**src/rtl/scanner_pkg.sv**
```systemverilog
// Shared definitions for the scanner link transmitter.
//   state_e     : top-level FSM state encoding (also driven onto stateOut)
//   CMD_*       : status / frame command codes sent as serial words
//   PEER_*      : codes accepted on localTransferInput
package scanner_pkg;

   typedef enum logic [2:0] {
      StIdle     = 3'd0,
      StActive   = 3'd1,
      StStandby  = 3'd2,
      StTransfer = 3'd3,
      StDrain    = 3'd4
   } state_e;

   localparam logic [2:0] CMD_READY = 3'd2;
   localparam logic [2:0] CMD_START = 3'd3;
   localparam logic [2:0] CMD_FULL  = 3'd4;
   localparam logic [2:0] CMD_DATA  = 3'd7;

   localparam logic [1:0] PEER_START = 2'b01;
   localparam logic [1:0] PEER_HALF  = 2'b10;

endpackage

```
**src/rtl/scanner_link_tx_if.sv**
```systemverilog
// Peer / link signal bundle of the scanner link transmitter.
//   localTransferInput : peer code into the transmitter
//   readyForTransferIn : level-sensitive link grant
//   clkOut, dataOut    : two-wire serial link
//   busy               : a word is shifting
//   fillLevel          : current buffer fill
//   stateOut           : FSM state encoding
// master = environment side, slave = transmitter side.
interface scanner_link_tx_if #(
   parameter int unsigned DEPTH = 10
) ();
   localparam int unsigned FILL_W = $clog2(DEPTH + 1);

   logic [1:0]        localTransferInput;
   logic              readyForTransferIn;
   logic              clkOut;
   logic              dataOut;
   logic              busy;
   logic [FILL_W-1:0] fillLevel;
   logic [2:0]        stateOut;

   modport master (
      output localTransferInput, readyForTransferIn,
      input  clkOut, dataOut, busy, fillLevel, stateOut
   );

   modport slave (
      input  localTransferInput, readyForTransferIn,
      output clkOut, dataOut, busy, fillLevel, stateOut
   );
endinterface

```
**src/rtl/serial_word_tx.sv**
```systemverilog
// One-word MSB-first serialiser for the two-wire link.
//   i_load / i_word : accept a word when free (idle, or in the final cycle of a word)
//   o_busy          : high from the cycle after load until the last high half ends
//   o_done          : high during the final cycle of a word; reloading then gives no gap
//   o_clk_out       : registered bit clock, low BIT_HALF cycles then high BIT_HALF cycles
//   o_data_out      : bit value, stable across the whole bit; 0 when idle
module serial_word_tx #(
   parameter int unsigned WORD_W   = 8,
   parameter int unsigned BIT_HALF = 1
) (
   input  logic              clk,
   input  logic              rst,
   input  logic              i_load,
   input  logic [WORD_W-1:0] i_word,
   output logic              o_busy,
   output logic              o_done,
   output logic              o_clk_out,
   output logic              o_data_out
);
   localparam int unsigned HALF_W = (BIT_HALF > 1) ? $clog2(BIT_HALF) : 1;
   localparam int unsigned BIT_W  = (WORD_W > 1) ? $clog2(WORD_W) : 1;

   logic              r_busy;
   logic              r_clk;
   logic [WORD_W-1:0] r_shift;
   logic [HALF_W-1:0] r_half;
   logic [BIT_W-1:0]  r_bit;

   logic w_half_end;
   logic w_last_bit;
   logic w_done;
   logic w_free;

   assign w_half_end = (r_half == HALF_W'(BIT_HALF - 1));
   assign w_last_bit = (r_bit == BIT_W'(WORD_W - 1));
   assign w_done     = r_busy && r_clk && w_half_end && w_last_bit;
   assign w_free     = !r_busy || w_done;

   always_ff @(posedge clk or posedge rst) begin
      if (rst) begin
         r_busy  <= 1'b0;
         r_clk   <= 1'b0;
         r_shift <= '0;
         r_half  <= '0;
         r_bit   <= '0;
      end else if (i_load && w_free) begin
         r_busy  <= 1'b1;
         r_clk   <= 1'b0;
         r_shift <= i_word;
         r_half  <= '0;
         r_bit   <= '0;
      end else if (r_busy) begin
         if (!w_half_end) begin
            r_half <= r_half + HALF_W'(1);
         end else begin
            r_half <= '0;
            if (!r_clk) begin
               r_clk <= 1'b1;
            end else if (w_last_bit) begin
               // Clearing the shifter also returns dataOut to 0 when idle.
               r_busy  <= 1'b0;
               r_clk   <= 1'b0;
               r_shift <= '0;
            end else begin
               r_clk   <= 1'b0;
               r_bit   <= r_bit + BIT_W'(1);
               r_shift <= r_shift << 1;
            end
         end
      end
   end

   assign o_busy     = r_busy;
   assign o_done     = w_done;
   assign o_clk_out  = r_clk;
   assign o_data_out = r_shift[WORD_W-1];
endmodule

```
**src/rtl/scanner_link_tx.sv**
```systemverilog
// Scanner link transmitter: simulated scan-buffer fill, one-shot threshold commands
// and a framed data transfer (CMD_DATA, count, payload 0..fill-1) on a two-wire link.
//   clk, rst : system clock, asynchronous active-high reset
//   link     : peer code / grant in, clkOut / dataOut / busy / fillLevel / stateOut out
module scanner_link_tx
   import scanner_pkg::*;
#(
   parameter int unsigned WORD_W     = 8,
   parameter int unsigned DEPTH      = 10,
   parameter int unsigned SAMPLE_DIV = 8,
   parameter int unsigned TH_READY   = 8,
   parameter int unsigned TH_START   = 9,
   parameter int unsigned BIT_HALF   = 1
) (
   input  logic               clk,
   input  logic               rst,
   scanner_link_tx_if.slave   link
);
   localparam int unsigned FILL_W = $clog2(DEPTH + 1);
   localparam int unsigned IDX_W  = FILL_W + 1;
   localparam int unsigned DIV_W  = $clog2(SAMPLE_DIV);

   state_e            r_state;
   logic [FILL_W-1:0] r_fill;
   logic [DIV_W-1:0]  r_div;
   logic              r_sent_ready, r_sent_start, r_sent_full;
   logic [IDX_W-1:0]  r_idx;          // next frame word: 0 header, 1 count, 2.. payload
   logic [2:0]        r_q [0:2];
   logic [1:0]        r_q_cnt;

   logic              w_ser_busy, w_ser_done, w_ser_free;
   logic              w_fill_inc;
   logic [FILL_W-1:0] w_fill_nxt;
   logic              w_push_ready, w_push_start, w_push_full, w_push;
   logic [2:0]        w_push_cmd;
   logic              w_pop_cmd, w_frame_load, w_load;
   logic [IDX_W-1:0]  w_last_idx;
   logic [WORD_W-1:0] w_word;
   logic              w_peer_half;

   assign w_ser_free  = !w_ser_busy || w_ser_done;
   assign w_peer_half = (link.localTransferInput == PEER_HALF);
   assign w_fill_nxt  = r_fill + FILL_W'(1);
   assign w_fill_inc  = (r_state == StActive) && (r_div == DIV_W'(SAMPLE_DIV - 1))
                        && (r_fill < FILL_W'(DEPTH));

   assign w_push_ready = w_fill_inc && (w_fill_nxt == FILL_W'(TH_READY)) && !r_sent_ready;
   assign w_push_start = w_fill_inc && (w_fill_nxt == FILL_W'(TH_START)) && !r_sent_start;
   assign w_push_full  = w_fill_inc && (w_fill_nxt == FILL_W'(DEPTH)) && !r_sent_full;
   assign w_push       = w_push_ready || w_push_start || w_push_full;

   always_comb begin
      w_push_cmd = CMD_READY;
      if (w_push_start)     w_push_cmd = CMD_START;
      else if (w_push_full) w_push_cmd = CMD_FULL;
   end

   // Queued commands always win the serialiser, so they precede the frame header.
   assign w_pop_cmd    = (r_q_cnt != 2'd0) && w_ser_free && (r_state != StDrain);
   assign w_last_idx   = IDX_W'(r_fill) + IDX_W'(1);
   assign w_frame_load = (r_state == StTransfer) && !w_pop_cmd && w_ser_free
                         && (r_idx <= w_last_idx) && !w_peer_half;
   assign w_load       = w_pop_cmd || w_frame_load;

   always_comb begin
      w_word = '0;
      if (w_pop_cmd)                 w_word = WORD_W'(r_q[0]);
      else if (r_idx == '0)          w_word = WORD_W'(CMD_DATA);
      else if (r_idx == IDX_W'(1))   w_word = WORD_W'(r_fill);
      else                           w_word = WORD_W'(r_idx - IDX_W'(2));
   end

   // Three-entry FIFO; head at r_q[0]. Each command is pushed once per session,
   // so the queue cannot overflow.
   always_ff @(posedge clk or posedge rst) begin
      if (rst) begin
         r_q_cnt <= 2'd0;
         for (int i = 0; i < 3; i++) r_q[i] <= 3'd0;
      end else begin
         if (w_pop_cmd) begin
            r_q[0] <= r_q[1];
            r_q[1] <= r_q[2];
         end
         if (w_push && w_pop_cmd) begin
            r_q[r_q_cnt - 2'd1] <= w_push_cmd;
         end else if (w_push && (r_q_cnt < 2'd3)) begin
            r_q[r_q_cnt] <= w_push_cmd;
            r_q_cnt      <= r_q_cnt + 2'd1;
         end else if (w_pop_cmd) begin
            r_q_cnt <= r_q_cnt - 2'd1;
         end
      end
   end

   always_ff @(posedge clk or posedge rst) begin
      if (rst) begin
         r_state      <= StIdle;
         r_fill       <= '0;
         r_div        <= '0;
         r_sent_ready <= 1'b0;
         r_sent_start <= 1'b0;
         r_sent_full  <= 1'b0;
         r_idx        <= '0;
      end else begin
         if (w_push_ready) r_sent_ready <= 1'b1;
         if (w_push_start) r_sent_start <= 1'b1;
         if (w_push_full)  r_sent_full  <= 1'b1;
         unique case (r_state)
            StIdle: begin
               r_fill       <= '0;
               r_div        <= '0;
               r_idx        <= '0;
               r_sent_ready <= 1'b0;
               r_sent_start <= 1'b0;
               r_sent_full  <= 1'b0;
               if (link.localTransferInput == PEER_START) r_state <= StActive;
            end
            StActive: begin
               r_div <= (r_div == DIV_W'(SAMPLE_DIV - 1)) ? '0 : r_div + DIV_W'(1);
               if (w_fill_inc) r_fill <= w_fill_nxt;
               if ((r_fill == FILL_W'(DEPTH)) && (r_q_cnt == 2'd0)) begin
                  r_idx   <= '0;
                  r_state <= link.readyForTransferIn ? StTransfer : StStandby;
               end
            end
            StStandby: begin
               if (link.readyForTransferIn || w_peer_half) begin
                  r_idx   <= '0;
                  r_state <= StTransfer;
               end
            end
            StTransfer: begin
               if (w_peer_half) begin
                  r_state <= StDrain;
               end else if (w_frame_load) begin
                  r_idx <= r_idx + IDX_W'(1);
               end else if ((r_idx > w_last_idx) && w_ser_done) begin
                  r_fill  <= '0;
                  r_state <= StIdle;
               end
            end
            StDrain: begin
               if (!w_ser_busy) begin
                  r_fill  <= '0;
                  r_state <= StIdle;
               end
            end
            default: r_state <= StIdle;
         endcase
      end
   end

   serial_word_tx #(
      .WORD_W   (WORD_W),
      .BIT_HALF (BIT_HALF)
   ) u_ser (
      .clk        (clk),
      .rst        (rst),
      .i_load     (w_load),
      .i_word     (w_word),
      .o_busy     (w_ser_busy),
      .o_done     (w_ser_done),
      .o_clk_out  (link.clkOut),
      .o_data_out (link.dataOut)
   );

   assign link.busy      = w_ser_busy;
   assign link.fillLevel = r_fill;
   assign link.stateOut  = r_state;
endmodule

```
**src/flat_wrapper.sv**
```systemverilog
// flat-port wrapper written by rule: the top's interface ports become plain ports
module scanner_link_tx_flat import scanner_pkg::*;
#(
   parameter int unsigned WORD_W     = 8,
   parameter int unsigned DEPTH      = 10,
   parameter int unsigned SAMPLE_DIV = 8,
   parameter int unsigned TH_READY   = 8,
   parameter int unsigned TH_START   = 9,
   parameter int unsigned BIT_HALF   = 1
)
  (clk, rst, link_localTransferInput, link_readyForTransferIn, link_clkOut, link_dataOut, link_busy, link_fillLevel, link_stateOut);
  scanner_link_tx_if #(.DEPTH(DEPTH)) link_i ();
  input  logic clk;
  input  logic rst;
  input wire logic [$bits(link_i.localTransferInput)-1:0] link_localTransferInput;
  input wire logic [$bits(link_i.readyForTransferIn)-1:0] link_readyForTransferIn;
  output wire logic [$bits(link_i.clkOut)-1:0] link_clkOut;
  output wire logic [$bits(link_i.dataOut)-1:0] link_dataOut;
  output wire logic [$bits(link_i.busy)-1:0] link_busy;
  output wire logic [$bits(link_i.fillLevel)-1:0] link_fillLevel;
  output wire logic [$bits(link_i.stateOut)-1:0] link_stateOut;
  assign link_i.localTransferInput = link_localTransferInput;
  assign link_i.readyForTransferIn = link_readyForTransferIn;
  assign link_clkOut = link_i.clkOut;
  assign link_dataOut = link_i.dataOut;
  assign link_busy = link_i.busy;
  assign link_fillLevel = link_i.fillLevel;
  assign link_stateOut = link_i.stateOut;
  scanner_link_tx #(.WORD_W(WORD_W), .DEPTH(DEPTH), .SAMPLE_DIV(SAMPLE_DIV), .TH_READY(TH_READY), .TH_START(TH_START), .BIT_HALF(BIT_HALF)) u_core (.clk(clk), .rst(rst), .link(link_i));
endmodule
```
**config.mk**
```make
export PLATFORM = sky130hd
export DESIGN_NAME = scanner_link_tx_flat
export DESIGN_NICKNAME = d
export VERILOG_FILES = /design/src/rtl/scanner_pkg.sv /design/src/rtl/scanner_link_tx_if.sv /design/src/rtl/serial_word_tx.sv /design/src/rtl/scanner_link_tx.sv /design/src/flat_wrapper.sv
export SDC_FILE = /design/constraint.sdc
export NUM_CORES = 1
export LEC_CHECK = 0
export CAP_MARGIN = 20
export CORE_MARGIN = 2
export CORE_UTILIZATION = 64
export CTS_CLUSTER_DIAMETER = 50
export DETAILED_ROUTE_END_ITERATION = 16
export GPL_TIMING_DRIVEN = 0
export PLACE_DENSITY = 0.82
export SLEW_MARGIN = 20
export SYNTH_ARGS = -nofsm -noshare
export SYNTH_HDL_FRONTEND = slang
export SYNTH_SLANG_ARGS = --single-unit
export TNS_END_PERCENT = 5
```
**constraint.sdc**
```tcl
create_clock -name clk -period 6 [get_ports clk]
set_input_delay 1.2 -clock clk [delete_from_list [all_inputs] [get_ports clk]]
set_output_delay 1.2 -clock clk [all_outputs]
set_load 0.02 [all_outputs]
```
# Yosys cells after proc, flatten, opt, wreduce, memory -nomap -nowiden
# Cells that the tools add are included.
# classes
n_reduce_logical,56
shift,0
eq_ne,27
n_div,0
order_cmp,8
n_addsub,9
n_mux,66
n_mul,0
bitwise_logic,4
# op_table
cell,n
$mux 8,8
$mux 3,17
$logic_and 1x1->1,24
$mux 4,5
$mux 5,4
$pmux 5 s4,1
$mux 1,19
$bwmux 9,2
$mux 9,2
$reduce_bool 2->1,9
$eq 4x4->1 const B,4
$pmux 4 s4,1
$pmux 3 s5,1
$demux 3 s2,2
$ne 2x1->1 const B,6
$reduce_and 6->1,2
$ne 2x2->1 const B,5
$eq 3x3->1 const B,3
$reduce_bool 4->1,2
$add 3x1->3 const B,2
$eq 3x2->1 const B,2
$ge 3x3->1 const B,2
$logic_not 1->1,6
$lt 3x1->1 const B,2
30 further kinds,39
# word_totals
input_bits,5
wordCells,186
mem_bits_ro,0
output_inout_bits,10
latch_bits,0
register_bits,43
memories,0
mem_bits_rw,0

# Longest topological paths before layout
# Gate-level depths: netlist of run 1.
# logic_depth
word_depth,15
depth_mapped,11
depth_no_buf,10

# Cells and area by module
# From an unflattened synthesis of run 1, not the netlist that was laid out.
# unflattened
cells_unflattened,308
area_unflattened_um2,2959.1
# by_module_without_submodules
mod,area_each_um2,instances,seq_area_each_um2,cells_per_inst
scanner_link_tx,2233.4,1,725.7,240
serial_word_tx,725.7,1,325.3,68

# Least setup slack after synthesis of run 1
# Ideal clock, no wire load.
# synth_path
path_kind,reg2reg
from,"register u_core.r_fill[0], in the netlist u_core.link.fillLevel[0]"
to,register u_core.r_idx[3]
path_stages_with_launch,12
slack_ns,3.189
period_less_slack_ns,2.811
path_buffers,1
t_required_ns,5.931
setup_ns,0.069
t_arrival_ns,2.742
cell_sequence,dfrtp_1 inv_1 ha_1 inv_1 ha_1 nor2b_1 o21ai_2 a21oi_1 or3_4 buf_6 or4_1 nand3_1
# synth_between
elab_chain_len,6
word_cells_on_any_way,9
cone_classes,add/sub (1); order compare (1); eq/ne (3); reduce/logical (4)
# synth_lines
element,line,source
from (decl),scanner_link_tx.sv:24,logic [FILL_W-1:0] r_fill;
from (signal assigned),scanner_link_tx.sv:120,if (w_fill_inc) r_fill <= w_fill_nxt;
$add 4x1->5,scanner_link_tx.sv:60,assign w_last_idx = IDX_W'(r_fill) + IDX_W'(1);
$le 5x5->1,scanner_link_tx.sv:62,&& (r_idx <= w_last_idx) && !w_peer_half;
$logic_and 1x1->1 (2 in series),scanner_link_tx.sv:62,
$ne 2x1->1 (no source line),--,
$reduce_and 5->1 (no source line) (*),--,
to (signal assigned),scanner_link_tx.sv:136,r_idx <= r_idx + IDX_W'(1);
to (decl),scanner_link_tx.sv:27,logic [IDX_W-1:0] r_idx;
# Mark *: on every way between the ends. The rest lies on a longest branch, timed or not.
# A chain may end at the register's enable or synchronous reset.

# Final worst setup path of run 1
# layout_path
from,"register u_core.r_fill[0], in the netlist u_core.link.fillLevel[0]"
to,"register u_core.r_state[0], in the netlist u_core.link.stateOut[0]"
# layout_between
elab_chain_len,6
word_cells_on_any_way,12
cone_classes,add/sub (1); order compare (2); eq/ne (4); reduce/logical (5)
# layout_lines
element,line,source
$add 4x1->5,scanner_link_tx.sv:60,
$le 5x5->1,scanner_link_tx.sv:62,
$logic_and 1x1->1 (2 in series),scanner_link_tx.sv:62,
$ne 3x3->1 (no source line),--,
$reduce_and 6->1 (no source line) (*),--,
to (signal assigned),scanner_link_tx.sv:97,r_state <= StIdle;
to (signal assigned),scanner_link_tx.sv:116,if (link.localTransferInput == PEER_START) r_state <= StActive;
to (signal assigned),scanner_link_tx.sv:123,r_state <= link.readyForTransferIn ? StTransfer : StStandby;
to (decl),scanner_link_tx.sv:23,state_e r_state;
# Marks and branches as above.

==> results of run 1 <==
==> per-layer routing <==
layer	up-vias	global-route usage	part of all wire
met1	1064	0.324	0.47
met3	10	0.0451	0.032
met4	0	0.107	0.023
met5	-	0	0
li1	1101	-	-
met2	39	0.413	0.47
==> final timing paths <==
| check | from | cells after the start | to |
|---|---|---|---|
| worst max-delay path | u_core.link.fillLevel[0] | 9 | u_core.link.stateOut[0] |
| worst min-delay path | u_core.r_sent_ready | 2 | u_core.r_sent_ready |
| worst max register to register | u_core.link.fillLevel[0] | 9 | u_core.link.stateOut[0] |
| worst min register to register | u_core.r_sent_ready | 2 | u_core.r_sent_ready |
| max in group asynchronous | rst | 3 | u_core.r_idx[1] |
| min in group asynchronous | rst | 2 | u_core.u_ser.r_shift[3] |
==> per-stage QoR <==
step	area, µm²	power (W)	setup slack [ps]	hold WS (ps)	utilization
2_1_floorplan	2720	0.000732	3190	460	-
3_3_place_gp	2930	0.000837	2580	475	0.721
3_5_place_dp	2950	0.000859	2560	487	0.726
4_1_cts	3040	0.00105	2690	507	0.749
5_1_grt	3040	0.00114	2460	527	0.749
6_report	3040	0.00105	2650	508	0.749
==> cells in the final DEF, fill, tap and decap left out, drive strengths merged, types with 3 or more instances in the layout <==
cell type	netlist	final
dfrtp	42	42
nor2	26	26
a21oi	25	25
ha	24	24
nand2	22	22
o21ai	16	16
mux2i	15	15
clkdlybuf4s50	0	14
inv	13	14
nand3	13	13
clkbuf	5	10
nand2b	8	8
nor2b	8	8
nor3	8	8
buf	6	7
a221o	6	6
nand3b	5	5
o22ai	5	5
nor3b	5	5
xnor2	4	4
o211ai	4	4
mux2	3	3
a211oi	3	3
==> cell families after synthesis <==
logic type / Yosys count / synth area share
and+or+nand+nor: 106 / 0.203
AOI/OAI and AO/OA: 74 / 0.176
DFF: 42 / 0.386
buffers and inverters: 24 / 0.0404
adders and majority gates: 24 / 0.110
muxes: 18 / 0.0675
xor gates and xnor gates: 5 / 0.0161
==> worst max-delay path, delay by kind of cell (launching register included) <==
kind                     cells  cell delay, ps
multiplexers                 2             540
adder cells (fa/ha/maj)      2             650
flip-flops                   1             570
AND/OR/NAND/NOR              2             960
AO/OA/AOI/OAI                3             530
==> final cells by class <==
class / instances / share of cell area
clock buffers: 5 / 0.0226
well taps: 50 / 0.0206
multi-input cells: 227 / 0.514
inverters: 13 / 0.0160
repair buffers: 15 / 0.0527
flip-flops and latches: 42 / 0.346
clock inverters: 3 / 0.00823
plain buffers: 11 / 0.0202
==> power by group through the flow <==
stage          Sequential (W)  Combinational (W)  Clock [W]
2_1_floorplan        0.000410           0.000323          0
3_3_place_gp         0.000404           0.000433          0
3_5_place_dp         0.000406           0.000453          0
4_1_cts              0.000400           0.000455   0.000198
5_1_grt              0.000410           0.000519   0.000208
6_report             0.000401           0.000457   0.000192
==> registers in the layout (all words and copies together) (netlist names), 2 cells and up <==
name,count
u_core.r_q_cnt,2
u_core.u_ser.r_shift,8
u_core.r_idx,5
u_core.r_div,3
u_core.u_ser.r_bit,3
u_core.link.fillLevel,4
u_core.link.stateOut,3
u_core.r_q,9
==> impl_results.html, run 1 <==
<table>
<tr><th>Metric</th><th>Value</th></tr>
<tr><th colspan="2">STA</th></tr>
<tr><td>Final critical-path share of the clock period</td><td>0.558</td></tr>
<tr><td>Setup tns final</td><td>0 ps</td></tr>
<tr><td>Minimum clock period</td><td>3350 ps</td></tr>
<tr><td>Fin. Hold Viols</td><td>0</td></tr>
<tr><td>Max-slew violation count</td><td>0</td></tr>
<tr><td>Final count of negative-setup-slack endpoints</td><td>0</td></tr>
<tr><td>Post-route clock skew</td><td>about 17 ps</td></tr>
<tr><td>Worst-margin pin slew</td><td>1040 ps</td></tr>
<tr><td>Fmax</td><td>299 MHz</td></tr>
<tr><td>Worst slew slack as a fraction of its limit</td><td>0.301</td></tr>
<tr><td>Setup repair after global routing missed its margin</td><td>no</td></tr>
<tr><th colspan="2">Clocking</th></tr>
<tr><td>Clk_lat worst skew</td><td>between 300 and 400 ps</td></tr>
<tr><td>Clock tree from TritonCTS</td><td>built</td></tr>
<tr><td>Setup Buffers After CTS</td><td>0</td></tr>
<tr><td>Number of buffers created by CTS</td><td>5</td></tr>
<tr><td>Hold buffers post-CTS</td><td>0</td></tr>
<tr><td>Cell chosen for the clock root</td><td>clkbuf_8</td></tr>
<tr><td>H-Tree Level Count</td><td>2</td></tr>
<tr><td>Clock Sink Count</td><td>42</td></tr>
<tr><td>Number of gates given a new drive strength after cts</td><td>0</td></tr>
<tr><td>Number of buffers on the longest clock path</td><td>2</td></tr>
<tr><td>Clock transition at path regs</td><td>80 ps</td></tr>
<tr><th colspan="2">Power</th></tr>
<tr><td>Switching pwr</td><td>0.000426 W</td></tr>
<tr><td>Clock power frac</td><td>0.183</td></tr>
<tr><td>Cell Pwr Density</td><td>345 nW/µm²</td></tr>
<tr><td>Reg power frac</td><td>0.382</td></tr>
<tr><td>Switching Share</td><td>0.405</td></tr>
<tr><td>Total internal power</td><td>~0.00062 W</td></tr>
<tr><td>Pleak</td><td>1.32 nW</td></tr>
<tr><td>Combinational share of power</td><td>0.435</td></tr>
<tr><td>Max rail drop VDD</td><td>about 240 µV</td></tr>
<tr><th colspan="2">Floorplan</th></tr>
<tr><td>Overall die area</td><td>between 4000 and 5000 µm²</td></tr>
<tr><td>Die Y-Extent</td><td>between 60 and 70 µm</td></tr>
<tr><td>Chip Width</td><td>69.2 µm</td></tr>
<tr><td>Number of top-level pins</td><td>15</td></tr>
<tr><td>Row count</td><td>23</td></tr>
<tr><td>Floorplan Core Area</td><td>4060 µm²</td></tr>
<tr><td>Initial Util</td><td>0.671</td></tr>
<tr><th colspan="2">Synthesis</th></tr>
<tr><td>Sequential element share of the synthesized area</td><td>0.386</td></tr>
<tr><td>Number of synthesized register bits</td><td>42</td></tr>
<tr><td>Async S/R FF share, synth</td><td>1.00</td></tr>
<tr><td>Count of yosys warnings during synthesis</td><td>0</td></tr>
<tr><td>Number of enable-type register cells in the synthesized netlist</td><td>0</td></tr>
<tr><td>Leading area contributor after synthesis</td><td>dfrtp_1</td></tr>
<tr><td>Top cell types by occurrence after synthesis</td><td>42 x dfrtp_1, 26 x nor2_1, 25 x a21oi_1</td></tr>
<tr><td>Synth top area cells</td><td>dfrtp_1 39%, ha_1 11%, mux2i_1 5.5%</td></tr>
<tr><td>Mapped Nets</td><td>between 300 and 400</td></tr>
<tr><td>Number of instances in the synthesized netlist</td><td>293</td></tr>
<tr><td>Mapped Avg Cell Area</td><td>9.30 µm²</td></tr>
<tr><td>Number of distinct standard cells referenced by the synthesized netlist</td><td>48</td></tr>
<tr><td>Dominant cell by count in the synthesized netlist</td><td>dfrtp_1</td></tr>
<tr><td>Predominant post-synthesis flop cell</td><td>dfrtp_1</td></tr>
<tr><td>Combined area of all synthesized cells</td><td>~2700 µm²</td></tr>
<tr><td>Proportion of netlist area held by the largest area contributor</td><td>0.386</td></tr>
<tr><th colspan="2">Setup path</th></tr>
<tr><td>Slowest cell on the critical path</td><td>nor3_1</td></tr>
<tr><td>Cells along the critical path</td><td>ha_1 &gt; nand3_1 &gt; ha_1 &gt; a21o_1 &gt; mux2i_1 &gt; a21oi_1 &gt; nor3_1 &gt; a2111oi_0 &gt; mux2_2</td></tr>
<tr><td>Critical setup path kind</td><td>reg -&gt; reg</td></tr>
<tr><td>Arrival time at the worst endpoint</td><td>3540 ps</td></tr>
<tr><td>Crit path max fanout</td><td>11</td></tr>
<tr><td>Delay of the slowest cell on the worst path</td><td>roughly 860 ps</td></tr>
<tr><td>Required arrival time at the worst endpoint</td><td>6190 ps</td></tr>
<tr><td>Most frequent cell on the critical path</td><td>ha_1</td></tr>
<tr><td>Critical path startpoint category</td><td>register</td></tr>
<tr><td>Element type at the critical path end</td><td>register</td></tr>
<tr><td>Reg2reg setup slack</td><td>2650 ps</td></tr>
<tr><th colspan="2">Global route</th></tr>
<tr><td>Via count of the first global-routing pass</td><td>between 2000 and 2500</td></tr>
<tr><td>GRT Total Usage</td><td>0.251</td></tr>
<tr><td>Leftover overflow at the end of global routing</td><td>0</td></tr>
<tr><td>Maximum number of pins on one net before global-route repair</td><td>29</td></tr>
<tr><td>Number of antenna violations at the first check in global routing</td><td>0</td></tr>
<tr><td>Wire length of the first global-routing pass</td><td>approximately 9.6 mm</td></tr>
<tr><th colspan="2">Cells and area</th></tr>
<tr><td>Fraction of final layout cells sized beyond drive strength 1</td><td>0.0886</td></tr>
<tr><td>Multi-input logic area</td><td>1560 µm²</td></tr>
<tr><td>Sequential standard cell area</td><td>1050 µm²</td></tr>
<tr><td>Final standard cell count with taps included and fillers excluded</td><td>366</td></tr>
<tr><td>Final-stage net count</td><td>about 340</td></tr>
<tr><td>Synthesis-to-finish area growth</td><td>11.6%</td></tr>
<tr><td># diodes</td><td>0</td></tr>
<tr><td>Total of fill cells in the finished design</td><td>296</td></tr>
<tr><th colspan="2">Detailed routing</th></tr>
<tr><td>Average vias per placed instance</td><td>a little over 6</td></tr>
<tr><td>Wire length after detailed routing</td><td>5.56 mm</td></tr>
<tr><td>DRC errors left</td><td>0</td></tr>
<tr><td>Number of violations reported at the end of detailed-routing iteration 0</td><td>125</td></tr>
<tr><td>Wire length per cell after detailed routing</td><td>15.2 µm</td></tr>
<tr><td>Number of optimization iterations in the first detailed-route pass</td><td>4</td></tr>
<tr><td>Antenna viol nets, final</td><td>0</td></tr>
<tr><td>Vias after detailed routing</td><td>2214</td></tr>
<tr><th colspan="2">Min path</th></tr>
<tr><td>Hold/Removal Path Class</td><td>reg -&gt; reg</td></tr>
<tr><th colspan="2">Placed design</th></tr>
<tr><td>DP Cell Count</td><td>358</td></tr>
<tr><td>Routability Congestion</td><td>0.844</td></tr>
<tr><td>Detailed-placement wirelength estimate</td><td>4.12 mm</td></tr>
<tr><td># port buffers</td><td>14</td></tr>
<tr><th colspan="2">Outcome</th></tr>
<tr><td>Run status</td><td>completed</td></tr>
<tr><th colspan="2">Flow run</th></tr>
<tr><td>Max Cap Viol</td><td>0</td></tr>
</table>
Note: power is estimated with default switching activity, not from simulation.
==> run 2, diff against run 1 <==
--- a/config.mk
+++ b/config.mk
@@ -7,11 +7,11 @@
 export LEC_CHECK = 0
 export CAP_MARGIN = 20
 export CORE_MARGIN = 2
-export CORE_UTILIZATION = 64
+export CORE_UTILIZATION = 60
 export CTS_CLUSTER_DIAMETER = 50
 export DETAILED_ROUTE_END_ITERATION = 16
 export GPL_TIMING_DRIVEN = 0
-export PLACE_DENSITY = 0.82
+export PLACE_DENSITY = 0.77
 export SLEW_MARGIN = 20
 export SYNTH_ARGS = -nofsm -noshare
 export SYNTH_HDL_FRONTEND = slang
==> constraint.sdc (replaced) <==
create_clock -name clk -period 3.23 [get_ports clk]
set_input_delay 0.646 -clock clk [delete_from_list [all_inputs] [get_ports clk]]
set_output_delay 0.646 -clock clk [all_outputs]
set_load 0.02 [all_outputs]
==> impl_results.html, run 2 (same netlist as run 1, synthesis figures left out) <==
<table>
<tr><th>Metric</th><th>Value</th></tr>
<tr><th colspan="2">Outcome</th></tr>
<tr><td>Run status</td><td>completed (unchanged)</td></tr>
<tr><th colspan="2">Placed design</th></tr>
<tr><td>DP Cell Count</td><td>360 (was 358)</td></tr>
<tr><td>Post-Place Worst Slack</td><td>-49.9 ps (was 2560 ps)</td></tr>
<tr><td># port buffers</td><td>14 (unchanged)</td></tr>
<tr><td>Detailed-placement wirelength estimate</td><td>4.33 mm (was 4.12 mm)</td></tr>
<tr><td>Routability Congestion</td><td>0.814 (was 0.844)</td></tr>
<tr><th colspan="2">Cells and area</th></tr>
<tr><td>Final-stage net count</td><td>344 (unchanged)</td></tr>
<tr><td># diodes</td><td>0 (unchanged)</td></tr>
<tr><td>Synthesis-to-finish area growth</td><td>12.6% (was 11.6%)</td></tr>
<tr><td>Max FFs per register</td><td>9 (unchanged)</td></tr>
<tr><td>Top flop regs</td><td>u_core.r_q x9, u_core.u_ser.r_shift x8, u_core.r_idx x5 (unchanged)</td></tr>
<tr><td>Most frequent cells in the layout</td><td>41 x dfrtp_1, 26 x nor2_1, 25 x a21oi_1 (was 42 x dfrtp_1, 26 x nor2_1, 25 x a21oi_1)</td></tr>
<tr><td>Total of fill cells in the finished design</td><td>372 (was 296)</td></tr>
<tr><td>Register bank with the most flops</td><td>u_core.r_q (unchanged)</td></tr>
<tr><td>Most common cell after layout, fill and taps aside</td><td>dfrtp_1 (unchanged)</td></tr>
<tr><td>Final standard cell count with taps included and fillers excluded</td><td>368 (was 366)</td></tr>
<tr><td>Fraction of final layout cells sized beyond drive strength 1</td><td>0.0918 (was 0.0886)</td></tr>
<tr><th colspan="2">Setup path</th></tr>
<tr><td>Element type at the critical path end</td><td>register (unchanged)</td></tr>
<tr><td>Critical setup path kind</td><td>reg -&gt; reg (unchanged)</td></tr>
<tr><td>Cells along the critical path</td><td>ha_1 &gt; nand3_1 &gt; ha_1 &gt; a21o_1 &gt; mux2i_1 &gt; a21oi_1 &gt; or3_4 &gt; buf_6 &gt; or4_1 &gt; nand3_1 (was ha_1 &gt; nand3_1 &gt; ha_1 &gt; a21o_1 &gt; mux2i_1 &gt; a21oi_1 &gt; nor3_1 &gt; a2111oi_0 &gt; mux2_2)</td></tr>
<tr><td>Slowest cell on the critical path</td><td>dfrtp_1 (was nor3_1)</td></tr>
<tr><td>Delay of the slowest cell on the worst path</td><td>560 ps (was 860 ps)</td></tr>
<tr><td>Required arrival time at the worst endpoint</td><td>3470 ps (was 6190 ps)</td></tr>
<tr><td>Arrival time at the worst endpoint</td><td>3290 ps (was 3540 ps)</td></tr>
<tr><td>Crit path max fanout</td><td>11 (unchanged)</td></tr>
<tr><td>Critical path startpoint category</td><td>register (unchanged)</td></tr>
<tr><th colspan="2">Flow run</th></tr>
<tr><td>Max Cap Viol</td><td>0 (unchanged)</td></tr>
<tr><th colspan="2">Clocking</th></tr>
<tr><td>Clock tree from TritonCTS</td><td>built (unchanged)</td></tr>
<tr><td>Number of buffers created by CTS</td><td>5 (unchanged)</td></tr>
<tr><td>Cell chosen for the clock root</td><td>clkbuf_8 (unchanged)</td></tr>
<tr><td>Setup Buffers After CTS</td><td>0 (unchanged)</td></tr>
<tr><td>Clock transition at path regs</td><td>80 ps (about the same)</td></tr>
<tr><td>Number of gates given a new drive strength after cts</td><td>1 (was 0)</td></tr>
<tr><td>H-Tree Level Count</td><td>2 (unchanged)</td></tr>
<tr><td>Hold buffers post-CTS</td><td>0 (unchanged)</td></tr>
<tr><td>Clk_lat worst skew</td><td>300 ps (was 310 ps)</td></tr>
<tr><td>Clock Sink Count</td><td>42 (unchanged)</td></tr>
<tr><td>Number of buffers on the longest clock path</td><td>2 (unchanged)</td></tr>
<tr><th colspan="2">STA</th></tr>
<tr><td>Max-slew violation count</td><td>0 (unchanged)</td></tr>
<tr><td>Minimum clock period</td><td>3050 ps (was 3350 ps)</td></tr>
<tr><td>Setup repair after global routing missed its margin</td><td>no (unchanged)</td></tr>
<tr><td>Worst slew slack as a fraction of its limit</td><td>0.474 (was 0.301)</td></tr>
<tr><td>Fmax</td><td>328 MHz (was 299 MHz)</td></tr>
<tr><td>Final hold slack</td><td>498 ps (was 508 ps)</td></tr>
<tr><td>Fin. Hold Viols</td><td>0 (unchanged)</td></tr>
<tr><td>Final critical-path share of the clock period</td><td>0.944 (was 0.558)</td></tr>
<tr><td>Post-route clock skew</td><td>9.21 ps (was 16.9 ps)</td></tr>
<tr><td>PnR worst setup slack</td><td>180 ps (was 2650 ps)</td></tr>
<tr><td>Worst-margin pin slew</td><td>787 ps (was 1040 ps)</td></tr>
<tr><td>Final count of negative-setup-slack endpoints</td><td>0 (unchanged)</td></tr>
<tr><th colspan="2">Detailed routing</th></tr>
<tr><td>Wire length after detailed routing</td><td>5.89 mm (was 5.56 mm)</td></tr>
<tr><td>Vias after detailed routing</td><td>2250 (was 2214)</td></tr>
<tr><td>Average vias per placed instance</td><td>6.11 (was 6.05)</td></tr>
<tr><td>DRC errors left</td><td>0 (unchanged)</td></tr>
<tr><td>Wire length per cell after detailed routing</td><td>16.0 µm (was 15.2 µm)</td></tr>
<tr><td>Number of violations reported at the end of detailed-routing iteration 0</td><td>150 (was 125)</td></tr>
<tr><td>Number of optimization iterations in the first detailed-route pass</td><td>4 (unchanged)</td></tr>
<tr><td>Antenna viol nets, final</td><td>0 (unchanged)</td></tr>
<tr><th colspan="2">Global route</th></tr>
<tr><td>Maximum number of pins on one net before global-route repair</td><td>26 (was 29)</td></tr>
<tr><td>Wire length of the first global-routing pass</td><td>10.2 mm (was 9.65 mm)</td></tr>
<tr><td>Leftover overflow at the end of global routing</td><td>0 (unchanged)</td></tr>
<tr><td>GRT Total Usage</td><td>0.257 (was 0.251)</td></tr>
<tr><td>Number of antenna violations at the first check in global routing</td><td>0 (unchanged)</td></tr>
<tr><td>Via count of the first global-routing pass</td><td>2165 (was 2126)</td></tr>
<tr><th colspan="2">Floorplan</th></tr>
<tr><td>Number of top-level pins</td><td>15 (unchanged)</td></tr>
<tr><td>Initial Util</td><td>0.626 (was 0.671)</td></tr>
<tr><td>Chip Width</td><td>71.4 µm (was 69.2 µm)</td></tr>
<tr><td>Row count</td><td>24 (was 23)</td></tr>
<tr><td>Die Y-Extent</td><td>71.4 µm (was 69.2 µm)</td></tr>
<tr><td>Overall die area</td><td>5090 µm² (was 4790 µm²)</td></tr>
<tr><td>Floorplan Core Area</td><td>4350 µm² (was 4060 µm²)</td></tr>
<tr><th colspan="2">Power</th></tr>
<tr><td>Clock power frac</td><td>0.206 (was 0.183)</td></tr>
<tr><td>Max rail drop VDD</td><td>641 µV (was 237 µV)</td></tr>
<tr><td>Pleak</td><td>1.33 nW (was 1.32 nW)</td></tr>
<tr><td>Reg power frac</td><td>0.369 (was 0.382)</td></tr>
<tr><td>Cell Pwr Density</td><td>659 nW/µm² (was 345 nW/µm²)</td></tr>
<tr><td>Switching Share</td><td>0.389 (was 0.405)</td></tr>
<tr><td>Total internal power</td><td>0.00124 W (was 0.000624 W)</td></tr>
<tr><td>Combinational share of power</td><td>0.425 (was 0.435)</td></tr>
<tr><td>Switching pwr</td><td>0.000786 W (was 0.000426 W)</td></tr>
<tr><th colspan="2">Min path</th></tr>
<tr><td>Hold/Removal Path Class</td><td>reg -&gt; reg (unchanged)</td></tr>
</table>
[run 2: path summary, 6_finish.rpt]
kind                                            end                     start  slack [ps]  cells past startpoint
setup / recovery                    u_core.r_idx[3]  u_core.link.fillLevel[1]         180                     10
hold / removal                  u_core.r_sent_start       u_core.r_sent_start         500                      2
hold reg to reg                 u_core.r_sent_start       u_core.r_sent_start         500                      2
setup reg to reg                    u_core.r_idx[3]  u_core.link.fillLevel[1]         180                     10
min in group asynchronous             u_core.r_q[3]                       rst         640                      2
max in group asynchronous  u_core.link.fillLevel[0]                       rst        2100                      3
[run 2: routing by layer]
metal / part of all wire / vias to the layer above / track usage / wire length [µm]
li1: - / 1100 / - / -
met1: 0.47 / 1098 / 0.354 / 2750
met2: 0.48 / 44 / 0.415 / 2820
met3: 0.040 / 8 / 0.0422 / 235
met4: 0.014 / 0 / 0.0881 / 82
met5: 0 / - / 0 / 0
[run 2: critical path, delay by kind of cell (launching register included)]
| family | cells | cell delay, ps |
|---|---|---|
| AND/OR/NAND/NOR | 4 | 1050 |
| adder cells (fa/ha/maj) | 2 | 650 |
| flip-flops | 1 | 560 |
| AO/OA/AOI/OAI | 2 | 340 |
| multiplexers | 1 | 220 |
| buffers and inverters | 1 | 150 |
[run 2: power by group through the flow]
stage               sequential (W)  clock [W]  combinational, W
global route              0.000763   0.000444          0.000973
finish                    0.000746   0.000416          0.000858
CTS                       0.000745   0.000429          0.000853
detailed placement        0.000756          0          0.000843
global placement          0.000749          0          0.000810
floorplan                 0.000761          0          0.000600
[run 2: layout make-up]
| type | instances | area (µm²) | share of cell area |
|---|---|---|---|
| Multi-Input combinational cell | 227 | 1570 | 0.512 |
| Sequential cell | 42 | 1050 | 0.343 |
| Timing Repair Buffer | 15 | 160 | 0.0522 |
| Clock buffer | 6 | 72.6 | 0.0237 |
| Tap cell | 52 | 65.1 | 0.0212 |
| Buffer | 11 | 61.3 | 0.0200 |
| Inverter | 13 | 48.8 | 0.0159 |
| Clock inverter | 2 | 37.5 | 0.0122 |
[run 2: stage by stage]
step | util | setup TNS (ps) | total power, W | area [µm²]
2_1_floorplan | - | 0 | 0.00136 | 2720
3_3_place_gp | 0.673 | -24.7 | 0.00156 | 2930
4_1_cts | 0.704 | 0 | 0.00203 | 3060
3_5_place_dp | 0.677 | -49.9 | 0.00160 | 2950
6_report | 0.704 | 0 | 0.00202 | 3070
5_1_grt | 0.704 | 0 | 0.00218 | 3070
==> run 3, diff against run 2 <==
--- a/config.mk
+++ b/config.mk
@@ -7,11 +7,12 @@
 export LEC_CHECK = 0
 export CAP_MARGIN = 20
 export CORE_MARGIN = 2
-export CORE_UTILIZATION = 60
+export CORE_UTILIZATION = 62
+export CTS_BUF_LIST = sky130_fd_sc_hd__clkbuf_8
 export CTS_CLUSTER_DIAMETER = 50
 export DETAILED_ROUTE_END_ITERATION = 16
 export GPL_TIMING_DRIVEN = 0
-export PLACE_DENSITY = 0.77
+export PLACE_DENSITY = 0.79
 export SLEW_MARGIN = 20
 export SYNTH_ARGS = -nofsm -noshare
 export SYNTH_HDL_FRONTEND = slang
==> impl_results.html, run 3 (same netlist as run 1, synthesis figures left out) <==
<table>
<tr><th>Metric</th><th>Value</th></tr>
<tr><th colspan="2">Min path</th></tr>
<tr><td>Worst hold start</td><td>u_core.u_ser.r_shift[2] (was u_core.r_sent_start)</td></tr>
<tr><td>Hold/Removal Path Class</td><td>reg -&gt; reg (unchanged)</td></tr>
<tr><td>Worst hold path depth</td><td>2 (unchanged)</td></tr>
<tr><th colspan="2">Clocking</th></tr>
<tr><td>Clock transition at path regs</td><td>90 ps (was 80 ps)</td></tr>
<tr><td>Hold buffers post-CTS</td><td>0 (unchanged)</td></tr>
<tr><td>Clk_lat worst skew</td><td>300 ps (about the same)</td></tr>
<tr><td>Clock Sink Count</td><td>42 (unchanged)</td></tr>
<tr><td>H-Tree Level Count</td><td>2 (unchanged)</td></tr>
<tr><td>Cell chosen for the clock root</td><td>clkbuf_8 (unchanged)</td></tr>
<tr><td>Number of buffers created by CTS</td><td>5 (unchanged)</td></tr>
<tr><td>Setup Buffers After CTS</td><td>0 (unchanged)</td></tr>
<tr><td>Number of buffers on the longest clock path</td><td>2 (unchanged)</td></tr>
<tr><td>Clock tree from TritonCTS</td><td>built (unchanged)</td></tr>
<tr><th colspan="2">Floorplan</th></tr>
<tr><td>Chip Width</td><td>70.3 µm (was 71.4 µm)</td></tr>
<tr><td>Row count</td><td>24 (unchanged)</td></tr>
<tr><td>Overall die area</td><td>4940 µm² (was 5090 µm²)</td></tr>
<tr><td>Initial Util</td><td>0.634 (was 0.626)</td></tr>
<tr><td>Die Y-Extent</td><td>70.3 µm (was 71.4 µm)</td></tr>
<tr><td>Floorplan Core Area</td><td>4290 µm² (was 4350 µm²)</td></tr>
<tr><td>Number of top-level pins</td><td>15 (unchanged)</td></tr>
<tr><th colspan="2">Cells and area</th></tr>
<tr><td>Most frequent cells in the layout</td><td>40 x dfrtp_1, 26 x nor2_1, 25 x a21oi_1 (was 41 x dfrtp_1, 26 x nor2_1, 25 x a21oi_1)</td></tr>
<tr><td>Fraction of final layout cells sized beyond drive strength 1</td><td>0.0949 (was 0.0918)</td></tr>
<tr><td>Top flop regs</td><td>u_core.r_q x9, u_core.u_ser.r_shift x8, u_core.r_idx x5 (unchanged)</td></tr>
<tr><td>Synthesis-to-finish area growth</td><td>12.6% (unchanged)</td></tr>
<tr><td>Most common cell after layout, fill and taps aside</td><td>dfrtp_1 (unchanged)</td></tr>
<tr><td>Fin area</td><td>3070 µm² (unchanged)</td></tr>
<tr><td># diodes</td><td>0 (unchanged)</td></tr>
<tr><td>Register bank with the most flops</td><td>u_core.r_q (unchanged)</td></tr>
<tr><td>Final-stage net count</td><td>344 (unchanged)</td></tr>
<tr><td>Max FFs per register</td><td>9 (unchanged)</td></tr>
<tr><th colspan="2">STA</th></tr>
<tr><td>Minimum clock period</td><td>3010 ps (was 3050 ps)</td></tr>
<tr><td>Worst slew slack as a fraction of its limit</td><td>0.495 (was 0.474)</td></tr>
<tr><td>Fin. Hold Viols</td><td>0 (unchanged)</td></tr>
<tr><td>Max-slew violation count</td><td>0 (unchanged)</td></tr>
<tr><td>Worst-margin pin slew</td><td>755 ps (was 787 ps)</td></tr>
<tr><td>Setup repair after global routing missed its margin</td><td>no (unchanged)</td></tr>
<tr><td>Fmax</td><td>333 MHz (was 328 MHz)</td></tr>
<tr><td>Final hold slack</td><td>503 ps (was 498 ps)</td></tr>
<tr><td>Final critical-path share of the clock period</td><td>0.931 (was 0.944)</td></tr>
<tr><td>Post-route clock skew</td><td>8.15 ps (was 9.21 ps)</td></tr>
<tr><td>Final count of negative-setup-slack endpoints</td><td>0 (unchanged)</td></tr>
<tr><th colspan="2">Setup path</th></tr>
<tr><td>Critical path startpoint category</td><td>register (unchanged)</td></tr>
<tr><td>Cell type group with the largest total delay on the critical path</td><td>compound AO/OA/AOI/OAI gates (was simple AND/OR/NAND/NOR gates)</td></tr>
<tr><td>Element type at the critical path end</td><td>register (unchanged)</td></tr>
<tr><td>Cells along the critical path</td><td>ha_1 &gt; xnor2_1 &gt; ha_1 &gt; nand3_1 &gt; mux2i_1 &gt; a21oi_1 &gt; nor3_2 &gt; a2111oi_0 &gt; mux2_2 (was ha_1 &gt; nand3_1 &gt; ha_1 &gt; a21o_1 &gt; mux2i_1 &gt; a21oi_1 &gt; or3_4 &gt; buf_6 &gt; or4_1 &gt; nand3_1)</td></tr>
<tr><td>Crit path max fanout</td><td>11 (unchanged)</td></tr>
<tr><td>Worst reg2reg path depth</td><td>9 (was 10)</td></tr>
<tr><td>Delay of the slowest cell on the worst path</td><td>490 ps (was 560 ps)</td></tr>
<tr><td>Number of stages on the worst setup path</td><td>9 (was 10)</td></tr>
<tr><td>Arrival time at the worst endpoint</td><td>3190 ps (was 3290 ps)</td></tr>
<tr><td>Slowest cell on the critical path</td><td>dfrtp_2 (was dfrtp_1)</td></tr>
<tr><td>Most frequent cell on the critical path</td><td>ha_1</td></tr>
<tr><td>Number of buffer and inverter instances along the worst setup path</td><td>0 (was 1)</td></tr>
<tr><td>Worst r2r src</td><td>u_core.link.fillLevel[0] (was u_core.link.fillLevel[1])</td></tr>
<tr><td>Critical Path Start</td><td>u_core.link.fillLevel[0] (was u_core.link.fillLevel[1])</td></tr>
<tr><td>Critical setup path kind</td><td>reg -&gt; reg (unchanged)</td></tr>
<tr><td>Required arrival time at the worst endpoint</td><td>3420 ps (was 3470 ps)</td></tr>
<tr><th colspan="2">Detailed routing</th></tr>
<tr><td>Wire length per cell after detailed routing</td><td>15.9 µm (was 16.0 µm)</td></tr>
<tr><td>Wire length after detailed routing</td><td>5.85 mm (was 5.89 mm)</td></tr>
<tr><td>Antenna viol nets, final</td><td>0 (unchanged)</td></tr>
<tr><td>Vias after detailed routing</td><td>2217 (was 2250)</td></tr>
<tr><td>Number of violations reported at the end of detailed-routing iteration 0</td><td>178 (was 150)</td></tr>
<tr><td>Average vias per placed instance</td><td>6.02 (was 6.11)</td></tr>
<tr><td>DRC errors left</td><td>0 (unchanged)</td></tr>
<tr><td>Number of optimization iterations in the first detailed-route pass</td><td>4 (unchanged)</td></tr>
<tr><th colspan="2">Power</th></tr>
<tr><td>Max rail drop VDD</td><td>353 µV (was 641 µV)</td></tr>
<tr><td>Pleak</td><td>1.33 nW (about the same)</td></tr>
<tr><td>Cell Pwr Density</td><td>656 nW/µm² (was 659 nW/µm²)</td></tr>
<tr><th colspan="2">Placed design</th></tr>
<tr><td>Detailed-placement wirelength estimate</td><td>4.24 mm (was 4.33 mm)</td></tr>
<tr><td># port buffers</td><td>14 (unchanged)</td></tr>
<tr><td>Post-DP Area</td><td>2950 µm² (unchanged)</td></tr>
<tr><td>Routability Congestion</td><td>0.841 (was 0.814)</td></tr>
<tr><th colspan="2">Global route</th></tr>
<tr><td>Leftover overflow at the end of global routing</td><td>0 (unchanged)</td></tr>
<tr><td>Via count of the first global-routing pass</td><td>2194 (was 2165)</td></tr>
<tr><td>Most crowded layer after global routing</td><td>met2 (unchanged)</td></tr>
<tr><td>Maximum number of pins on one net before global-route repair</td><td>27 (was 26)</td></tr>
<tr><td>Met1 track utilization from global routing</td><td>0.328 (was 0.354)</td></tr>
<tr><td>Number of antenna violations at the first check in global routing</td><td>0 (unchanged)</td></tr>
<tr><td>Routing usage on met3</td><td>0.0447 (was 0.0422)</td></tr>
<tr><td>GRT Total Usage</td><td>0.256 (was 0.257)</td></tr>
<tr><td>Met2 global-route usage</td><td>0.451 (was 0.415)</td></tr>
<tr><td>Wire length of the first global-routing pass</td><td>10.1 mm (was 10.2 mm)</td></tr>
<tr><th colspan="2">Flow run</th></tr>
<tr><td>Max Cap Viol</td><td>0 (unchanged)</td></tr>
<tr><th colspan="2">Outcome</th></tr>
<tr><td>Run status</td><td>completed (unchanged)</td></tr>
</table>
==> run 3: cell type report <==
| class | count | area [µm²] |
|---|---|---|
| clock inverter | 3 | 41.3 |
| sequential | 42 | 1050 |
| inverter | 13 | 48.8 |
| fill | 360 | 1230 |
| timing repair buffer | 15 | 160 |
| multi-input combinational | 227 | 1570 |
| buffer | 11 | 61.3 |
| clock buffer | 5 | 68.8 |
| tap | 52 | 65.1 |
==> run 3: per-layer routing <==
| metal | up-vias | part of all wire |
|---|---|---|
| met2 | 32 | 0.49 |
| met4 | 0 | 0.010 |
| met1 | 1074 | 0.48 |
| li1 | 1104 | - |
| met3 | 7 | 0.028 |
| met5 | - | 0 |
==> run 3: path summary, 6_finish.rpt <==
check	endpoint	slack (ps)
setup / recovery	u_core.link.stateOut[0]	220
hold / removal	u_core.u_ser.r_shift[3]	500
setup reg to reg	u_core.link.stateOut[0]	220
hold reg to reg	u_core.u_ser.r_shift[3]	500
max in group asynchronous	u_core.r_idx[0]	2110
min in group asynchronous	u_core.link.fillLevel[3]	650
==> run 3: timing repair <==
| item | 4_1_cts | 5_1_grt |
|---|---|---|
| setup endpoints to repair | 1 | 1 |
| pin swaps | 0 | 0 |
| gates resized for setup | 1 | 2 |
==> run 3: metrics by stage <==
stage                     total power [W]  cells   util  setup TNS [ps]  setup WS, ps
after CTS                         0.00202    368  0.714               0           151
final                             0.00201    368  0.714               0           224
after detailed placement          0.00160    360  0.687               0         0.971
after global routing              0.00217    368  0.714               0          20.6
after global placement            0.00156    359  0.682           -9.98         -9.98
after floorplan                   0.00136    293      -               0           419
==> run 3: report_power, final <==
group	total [W]	internal [W]	leakage (nW)	switching (W)
combinational	0.000851	0.000365	0.721	0.000486
sequential	0.000749	0.000638	0.555	0.000110
clock	0.000412	0.000227	0.0556	0.000184
==> run 3: worst register-to-register path: stages (launching register included) <==
cell       delay [ps]
dfrtp_2           490
ha_1              280
xnor2_1           240
ha_1              290
nand3_1            90
mux2i_1            80
a21oi_1           380
nor3_2            200
a2111oi_0         460
mux2_2            390
